==> config.mk <==
export PLATFORM = sky130hd
export DESIGN_NAME = cpu_trace_watchdog
export DESIGN_NICKNAME = d
export VERILOG_FILES = /design/src/rtl/cpu_trace_watchdog.sv
export SDC_FILE = /design/constraint.sdc
export NUM_CORES = 1
export LEC_CHECK = 0
export ABC_AREA = 1
export CAP_MARGIN = 30
export CORE_UTILIZATION = 57
export CTS_BUF_LIST = sky130_fd_sc_hd__clkbuf_4 sky130_fd_sc_hd__clkbuf_8
export CTS_CLUSTER_DIAMETER = 200
export DETAILED_ROUTE_END_ITERATION = 7
export PLACE_DENSITY = 0.78
export RECOVER_POWER = 50
export SYNTH_ARGS = -nofsm -noshare
export SYNTH_HDL_FRONTEND = slang
export SYNTH_SLANG_ARGS = --single-unit
==> constraint.sdc <==
create_clock -name clock -period 3 [get_ports clock]
set_input_delay 0.3 -clock clock [delete_from_list [all_inputs] [get_ports clock]]
set_output_delay 0.3 -clock clock [all_outputs]
set_load 0.1 [all_outputs]
==> src/rtl/cpu_trace_watchdog.sv <==
// rtl/cpu_trace_watchdog.sv - commit-trace circular buffer with halt/timeout trigger and post-trigger window
module cpu_trace_watchdog #(
    parameter int PC_WIDTH       = 16,
    parameter int INSTR_WIDTH    = 16,
    parameter int DEPTH          = 16,
    parameter int PTR_WIDTH      = 4,
    parameter int TIMEOUT_CYCLES = 100000,
    parameter int POST_TRIGGER   = 4
) (
    input  logic                   clock,
    input  logic                   reset,
    input  logic                   arm,
    input  logic                   commit_valid,
    input  logic [PC_WIDTH-1:0]    commit_pc,
    input  logic [INSTR_WIDTH-1:0] commit_instr,
    input  logic                   halt,
    input  logic                   rd_en,
    input  logic [PTR_WIDTH-1:0]   rd_index,
    output logic [PC_WIDTH-1:0]    rd_pc,
    output logic [INSTR_WIDTH-1:0] rd_instr,
    output logic                   rd_valid,
    output logic                   capturing,
    output logic                   triggered,
    output logic                   timed_out,
    output logic                   done,
    output logic [PTR_WIDTH:0]     entry_count
);

    localparam int ENTRY_W = PC_WIDTH + INSTR_WIDTH;
    localparam int WD_W    = $clog2(TIMEOUT_CYCLES + 1);
    localparam int POST_W  = (POST_TRIGGER > 0) ? $clog2(POST_TRIGGER + 1) : 1;

    localparam logic [PTR_WIDTH:0] FULL      = (PTR_WIDTH + 1)'(DEPTH);
    localparam logic [WD_W-1:0]    WD_LAST   = WD_W'(TIMEOUT_CYCLES - 1);
    localparam logic [WD_W-1:0]    WD_MAX    = WD_W'(TIMEOUT_CYCLES);
    localparam logic [POST_W-1:0]  POST_LOAD = POST_W'(POST_TRIGGER);

    typedef enum logic [1:0] {ST_IDLE, ST_ARMED, ST_POST, ST_DONE} state_t;

    state_t                 state_q, state_d;
    logic [PTR_WIDTH-1:0]   wr_ptr_q, wr_ptr_d;
    logic [PTR_WIDTH:0]     count_q, count_d;
    logic [WD_W-1:0]        wd_q, wd_d;
    logic [POST_W-1:0]      post_q, post_d;
    logic                   triggered_q, triggered_d;
    logic                   timed_out_q, timed_out_d;
    logic [PC_WIDTH-1:0]    rd_pc_q, rd_pc_d;
    logic [INSTR_WIDTH-1:0] rd_instr_q, rd_instr_d;
    logic                   rd_valid_q, rd_valid_d;

    logic                   wr_en;
    logic                   trigger;
    logic [PTR_WIDTH-1:0]   oldest;
    logic [PTR_WIDTH-1:0]   rd_addr;
    logic                   rd_hit;

    logic [ENTRY_W-1:0]     mem_q [DEPTH];

    // Trace RAM: no reset, stale contents are hidden behind entry_count
    always_ff @(posedge clock) begin
        if (wr_en) begin
            mem_q[wr_ptr_q] <= {commit_pc, commit_instr};
        end
    end

    // Control and readout state registers
    always_ff @(posedge clock or negedge reset) begin
        if (!reset) begin
            state_q     <= ST_IDLE;
            wr_ptr_q    <= '0;
            count_q     <= '0;
            wd_q        <= '0;
            post_q      <= '0;
            triggered_q <= 1'b0;
            timed_out_q <= 1'b0;
            rd_pc_q     <= '0;
            rd_instr_q  <= '0;
            rd_valid_q  <= 1'b0;
        end else begin
            state_q     <= state_d;
            wr_ptr_q    <= wr_ptr_d;
            count_q     <= count_d;
            wd_q        <= wd_d;
            post_q      <= post_d;
            triggered_q <= triggered_d;
            timed_out_q <= timed_out_d;
            rd_pc_q     <= rd_pc_d;
            rd_instr_q  <= rd_instr_d;
            rd_valid_q  <= rd_valid_d;
        end
    end

    // Next-state: arming, capture, watchdog, trigger priority and post window
    always_comb begin
        state_d     = state_q;
        wr_ptr_d    = wr_ptr_q;
        count_d     = count_q;
        wd_d        = wd_q;
        post_d      = post_q;
        triggered_d = triggered_q;
        timed_out_d = timed_out_q;
        wr_en       = 1'b0;
        trigger     = 1'b0;
        case (state_q)
            ST_IDLE, ST_DONE: begin
                if (arm) begin
                    state_d     = ST_ARMED;
                    wr_ptr_d    = '0;
                    count_d     = '0;
                    wd_d        = '0;
                    post_d      = '0;
                    triggered_d = 1'b0;
                    timed_out_d = 1'b0;
                end
            end
            ST_ARMED: begin
                wr_en = commit_valid;
                if (wd_q != WD_MAX) begin
                    wd_d = wd_q + WD_W'(1);
                end
                // Halt has priority so a coincident timeout is not reported
                if (halt) begin
                    triggered_d = 1'b1;
                    trigger     = 1'b1;
                end else if (wd_q == WD_LAST) begin
                    timed_out_d = 1'b1;
                    trigger     = 1'b1;
                end
                if (trigger) begin
                    if (POST_LOAD == '0) begin
                        state_d = ST_DONE;
                    end else begin
                        state_d = ST_POST;
                        post_d  = POST_LOAD;
                    end
                end
            end
            ST_POST: begin
                wr_en = commit_valid;
                // Leave on the cycle the counter would reach zero
                if (post_q <= POST_W'(1)) begin
                    post_d  = '0;
                    state_d = ST_DONE;
                end else begin
                    post_d = post_q - POST_W'(1);
                end
            end
            default: state_d = ST_IDLE;
        endcase
        if (wr_en) begin
            wr_ptr_d = wr_ptr_q + PTR_WIDTH'(1);
            if (count_q != FULL) begin
                count_d = count_q + (PTR_WIDTH + 1)'(1);
            end
        end
    end

    // Oldest-first readout; pre-write RAM contents are seen on a same-slot collision
    always_comb begin
        oldest     = (count_q == FULL) ? wr_ptr_q : '0;
        rd_addr    = oldest + rd_index;
        rd_hit     = ({1'b0, rd_index} < count_q);
        rd_valid_d = rd_en & rd_hit;
        rd_pc_d    = rd_pc_q;
        rd_instr_d = rd_instr_q;
        if (rd_en) begin
            if (rd_hit) begin
                {rd_pc_d, rd_instr_d} = mem_q[rd_addr];
            end else begin
                rd_pc_d    = '0;
                rd_instr_d = '0;
            end
        end
    end

    assign rd_pc       = rd_pc_q;
    assign rd_instr    = rd_instr_q;
    assign rd_valid    = rd_valid_q;
    assign capturing   = (state_q == ST_ARMED) || (state_q == ST_POST);
    assign done        = (state_q == ST_DONE);
    assign triggered   = triggered_q;
    assign timed_out   = timed_out_q;
    assign entry_count = count_q;

endmodule

==> qor.yml, run 1 <==
outcome: "finished with violations"
violations: "setup timing"
r2r_cells: 18
io_buffers: 83
synth-seq-cells: 578
pre_cts_ws_ps: -184
netlist_top_cells_area: "edfxtp_1 (64%), nand2_1 (13%), nand3_1 (8.5%)"
placeableCoreArea_sq_um: 41300
die_x_microns: 208
clock-sinks: 578
worst_slew_pin_slew_ps: 1320
cts_buffer_depth: 3
critical_path_class: "flip-flop to flip-flop"
syn-num-nets: 2264
setup_viol: 7
clock-skew-final_ps: 26.2
whs_ps: 331
finalMaxSlewViolations: 0
min_period_over_period: 1.03
hpwl_mm: 33.4
areaGrowthSynthToFinish_pct: 20.6
multi_input_area_sq_um: 6850
ys_seq_area_frac: 0.706
vias: 17700
synth_cells: 2201
drt_pre_antenna_iters: 5
gr-total-overflow: 0
drt_iter0_drc: 2306
yosys_warnings: 0
r2r-start: "entry_count[1]"
fin_ws_ps: -82.9
vdd_ir_drop_max_mv: 0.391
start_kind: "flip-flop"
p_total_mw: 19.9
synth_top_area_frac: 0.638
syn_area_per_cell_sq_um: 11.0
grt_pass1_vias: 17300
power_density_nw_per_um2: 686
required_ps: 3580
cts_tree: "built"
critPathCaptureType: "flip-flop"
cp.arrival_ps: 3660
wl_mm: 65.1
critical-path-max-stage-delay_ps: 890
gp_congestion: 0.894
chipHeight_microns: 208
crit_chain: "inv_4, ha_4, nand2_2, inv_2, nand2_4, nor2_4, ha_4, fa_4, buf_12, clkinv_16, buf_12, buf_12, nand3_2, nand3_2, and2_4, nand2_2, nand3_2, nand2_2"
grt_max_degree: 127
critical_path.endpoint: "rd_instr[6]"
root_buffer: "clkbuf_8"
rsz0062_at_grt: "true"
slew_headroom: 0.123
fmax_ghz: 0.324
clock_latency_ps: 660
ys_types: 30
period_needed_ps: 3080
hp-class: "input port to flip-flop"
seq_area_sq_um: 17000
routedWlPerCell_microns: 21.8
fin_nets: 2438
cts_max_level: 3
fillers: 2654
antenna_found_initial: 2
fin_util: 0.704
start_util: 0.584
ant_nets: 0
num_rows: 74
power.leakage_nw: 11.3
regToRegSetupSlack_ps: -80
hold_viol_final: 0
stdcell_area_sq_um: 29100
cts_buffers: 90
io-pin-count: 84
place_area_sq_um: 26300
r2r-end: "rd_instr[6]"
via_per_inst: 5.94
cp-startpoint: "entry_count[1]"
post-route-drc-count: 0
critical-path-slowest-cell: "fa_4"
dieArea_sq_um: 43100
track_usage: 0.298
drive_above_1_share: 0.162
synth_area_sq_um: 24100
path_clk_slew_ps: 60
grt_first_pass_wirelength_mm: 97.2
maxCapViolCount: 0
path_max_fanout: 8
synth_top_area_cell: "edfxtp_1"
==> sequential cells by signal (all words and copies together) (netlist names) <==
signal / cells
entry_count: 5
mem_q: 512
post_q: 3
rd_instr: 16
rd_pc: 16
rd_valid: 1
state_q: 2
timed_out: 1
triggered: 1
wd_q: 17
wr_ptr_q: 4
==> where the power goes <==
part           internal (mW)  switching [mW]  total [mW]
combinational          0.998            2.80        3.80
sequential              9.34           0.238        9.57
clock                   3.51            3.05        6.56
==> worst min-delay path by stage <==
stage / from / end / slack, ps / cells past startpoint
after detailed placement: reset / rd_pc[14] / 370 / 1
after global routing: halt / triggered / 310 / 3
final: halt / triggered / 330 / 3
after floorplan: reset / entry_count[2] / 4 / 0
after global placement: reset / entry_count[0] / 360 / 1
after CTS: reset / rd_pc[11] / 210 / 2
==> cells by family (layout without fill, tap and decap cells) <==
family,count (synthesis),count (layout),synth area share
simple gates,1368,1368,0.239
flops,578,578,0.706
buf+inv,181,431,0.0298
compound gates,44,44,0.00997
fa+ha+maj,21,21,0.0112
xor+xnor,9,9,0.00358
other cells,0,3,0
==> metrics by stage <==
step           instances  setup TNS [ps]
2_1_floorplan       2201         -144540
3_3_place_gp        2782            -856
3_5_place_dp        2782           -2720
4_1_cts             2975               0
5_1_grt             2985           -2480
6_report            2986            -254
==> metal layers <==
layer / share of wire / vias up / GRT usage
li1: - / 7909 / -
met1: 0.37 / 8444 / 0.400
met2: 0.47 / 1161 / 0.470
met3: 0.12 / 214 / 0.0575
met4: 0.042 / 0 / 0.146
met5: 0 / - / 0
==> critical path, delay by kind of cell, from the launching register on <==
kind / cells / cell delay [ps]
simple gates: 9 / 700
buf+inv: 6 / 650
flops: 1 / 430
fa+ha+maj: 3 / 1200
==> cell usage in the layout, fill, tap and decap left out, types with 7 or more instances in the layout <==
cell type	count
clkinv_1	20
clkdlybuf4s50_1	8
dfrtp_1	61
ha_1	18
buf_16	12
dlygate4sd3_1	33
nand4_1	10
and2_0	7
buf_4	86
nand2_2	8
buf_12	42
clkbuf_4	32
nand3_1	362
clkinv_2	13
nor2_4	17
clkbuf_1	7
nand3_2	46
nor3_1	8
edfxtp_1	512
inv_1	58
and2_1	18
nand2_1	840
nor2_1	41
clkbuf_8	98
o21ai_0	26
==> synth_stat cells (all sizes together) <==
cell and number:
xor2 6, o211ai 2, nand2 849, inv 63, o22ai 2, clkbuf 69
or2 1, o31ai 1, ha 20, o21bai 1, nor3 9, dfrtp 66
o32ai 1, nor2 58, a31oi 1, clkinv 2, a211oi 1, o21ai 29
nand3 410, buf 47, xnor2 3, a21oi 6, fa 1, edfxtp 512
nand4 10, and2 31
==> timing repair <==
action / CTS / global route
hold buffers: 1 / 0
endpoints found under the setup margin: 31 / 32
hold endpoints to repair: 43 / 0
cloned: 10 / 4
pin swaps: 37 / 37
resized for setup: 50 / 86
buffers inserted: 15 / 5
==> final cells by class <==
type | count | area share
Antenna cell | 3 | 0.000258
Clock buffer | 130 | 0.0547
Clock inverter | 38 | 0.00732
Inverter | 65 | 0.00956
Multi-Input combinational cell | 1442 | 0.236
Sequential cell | 578 | 0.586
Tap cell | 532 | 0.0229
Timing Repair Buffer | 197 | 0.0821
Timing Repair inverter | 1 | 0.00103
Power figures use the tool's default switching activity.
==> run 2: changes to the inputs <==
CORE_UTILIZATION = 60   (was 57)
SKIP_LAST_GASP = 1   (was default)
clock period = 2.9 ns   (was 3 ns; I/O delays follow)
==> run 2 against run 1 <==
The flow finishes with violations (capacitance limit, slew limit, setup timing). Cell area up 0.30%. Wire length grew 0.27%. Combinational power rose by 4%. Clock-buffer cell count rose by 13. Flip-flop and latch count unchanged. Critical endpoint is now rd_pc[15]. Largest power group unchanged.
==> qor.yml, run 2 (synthesis results as in run 1) <==
outcome: "finished with violations"
violations: "capacitance limit, slew limit, setup timing"
critPathCaptureType: "flip-flop"
largest_reg_flops: 512
drive_above_1_share: 0.163
fin_ws_ps: -153
cts_buffer_depth: 3
drt_pre_antenna_iters: 5
die_x_microns: 202
drt_iter0_drc: 2141
grt_pass1_vias: 17100
required_ps: 3490
vdd_ir_drop_max_mv: 0.468
final_cell_mix: "nand2_1 (840), edfxtp_1 (512), nand3_1 (368)"
min_period_over_period: 1.05
clock-sinks: 578
start_util: 0.608
gp_congestion: 0.839
path_max_fanout: 8
rsz0062_at_grt: "true"
grt_first_pass_wirelength_mm: 96.5
areaGrowthSynthToFinish_pct: 20.9
num_rows: 73
gr-total-overflow: 0
start_kind: "flip-flop"
cts_buffers: 92
p_comb_frac: 0.188
top_regs: "mem_q: 512 flops, wd_q: 17 flops"
p_sw_frac: 0.298
ant_nets: 0
switching_power_mw: 6.26
io_buffers: 83
vias: 17800
p_seq_frac: 0.471
maxCapViolCount: 1
hpwl_mm: 32.9
root_buffer: "clkbuf_8"
seq_area_sq_um: 17000
fin_util: 0.735
regMostFlops: "mem_q"
multi_input_area_sq_um: 6820
critical_path_class: "flip-flop to flip-flop"
power.leakage_nw: 11.4
wl_mm: 65.3
path_clk_slew_ps: 70
placeableCoreArea_sq_um: 39600
final_common_cell: "nand2_1"
fin_setup_tns_ps: -2240
fmax_ghz: 0.328
fillers: 2470
setup_viol: 32
finalMaxSlewViolations: 47
p_total_mw: 21.0
fin_nets: 2441
cts_max_level: 3
cts_tree: "built"
clock_latency_ps: 660
routedWlPerCell_microns: 21.9
dieArea_sq_um: 41000
slew_headroom: -0.0273
hp-class: "input port to flip-flop"
io-pin-count: 84
worst_slew_pin_slew_ps: 1540
clock-skew-final_ps: 26.0
cellInternalPower_mw: 14.8
chipHeight_microns: 202
track_usage: 0.314
power_density_nw_per_um2: 721
antenna_found_initial: 3
period_needed_ps: 3050
cp.arrival_ps: 3650
grt_max_degree: 121
whs_ps: 313
power_frac_clock: 0.341
hold_viol_final: 0
post-route-drc-count: 0
via_per_inst: 5.99
==> run 2: cell types whose count changed in the layout (fill, tap and decap cells not counted), sizes merged <==
| cell | change |
|---|---|
| clkinv | -14 |
| bufinv | +2 |
| clkinvlp | -1 |
| buf | -3 |
| clkbuf | +17 |
| inv | -2 |
==> run 2: critical path, cell delays in order (launching register included) <==
cell and delay, ps:
dfrtp_4 430, inv_4 40, ha_4 140, nand2_2 60, inv_2 50, nand2_4 70, nor2_4 50, ha_4 160
fa_4 830, buf_12 180, clkinv_16 110, buf_6 140, clkbuf_16 150, nand3_1 80, nand3_1 80, and2_0 160
nand2_1 90, nand3_1 70, nand2_1 80
==> run 2: area by class of cell <==
cell class,instances,area share
multi-input cells,1442,0.234
flip-flops and latches,578,0.585
diodes,3,0.000258
inverters,65,0.00966
clock inverters,23,0.00631
clock buffers,143,0.0594
repair inverters,1,0.000386
well taps,525,0.0225
repair buffers,198,0.0829
==> run 2: per-layer routing <==
metal,wire (microns),part of all wire,global-route usage
met1,24200,0.37,0.425
met2,31400,0.48,0.505
met3,7130,0.11,0.0526
met4,2620,0.040,0.140
met5,13,0.00020,0
==> run 2: power groups by stage <==
stage / clock network, mW / logic, mW / registers (mW)
after global placement: 0 / 3.62 / 10.0
after CTS: 7.22 / 3.85 / 9.89
after detailed placement: 0 / 3.71 / 10.0
after global routing: 7.59 / 4.21 / 9.93
final: 7.17 / 3.96 / 9.89
after floorplan: 0 / 1.67 / 10.8
==> run 2: worst paths after layout <==
path                           startpoint           end  slack, ps  depth (start not counted)
setup / recovery           entry_count[1]     rd_pc[15]       -150                         18
min in group asynchronous           reset  rd_instr[15]        560                          2
max in group asynchronous           reset   rd_instr[9]        970                          3
setup reg to reg           entry_count[1]     rd_pc[15]       -150                         18
hold reg to reg                 rd_pc[13]     rd_pc[13]        470                          2
hold / removal                       halt     triggered        310                          3
==> run 2: what timing repair did <==
| item | in CTS | in global routing |
|---|---|---|
| endpoints found under the hold margin | 44 | 0 |
| pin swaps | 20 | 41 |
| gates resized for setup | 59 | 48 |
| cloned | 11 | 7 |
| hold buffers | 1 | 0 |
| setup endpoints to repair | 32 | 32 |
| buffers inserted | 7 | 7 |
==> run 2: stage by stage <==
| step | cells | setup WS (ps) | area (sq um) |
|---|---|---|---|
| finish | 2978 | -153 | 29100 |
| global placement | 2777 | -89.5 | 26300 |
| CTS | 2962 | -74.6 | 28800 |
| global route | 2977 | -213 | 29100 |
| detailed placement | 2777 | -212 | 26300 |
| floorplan | 2201 | 1.47 | 24300 |
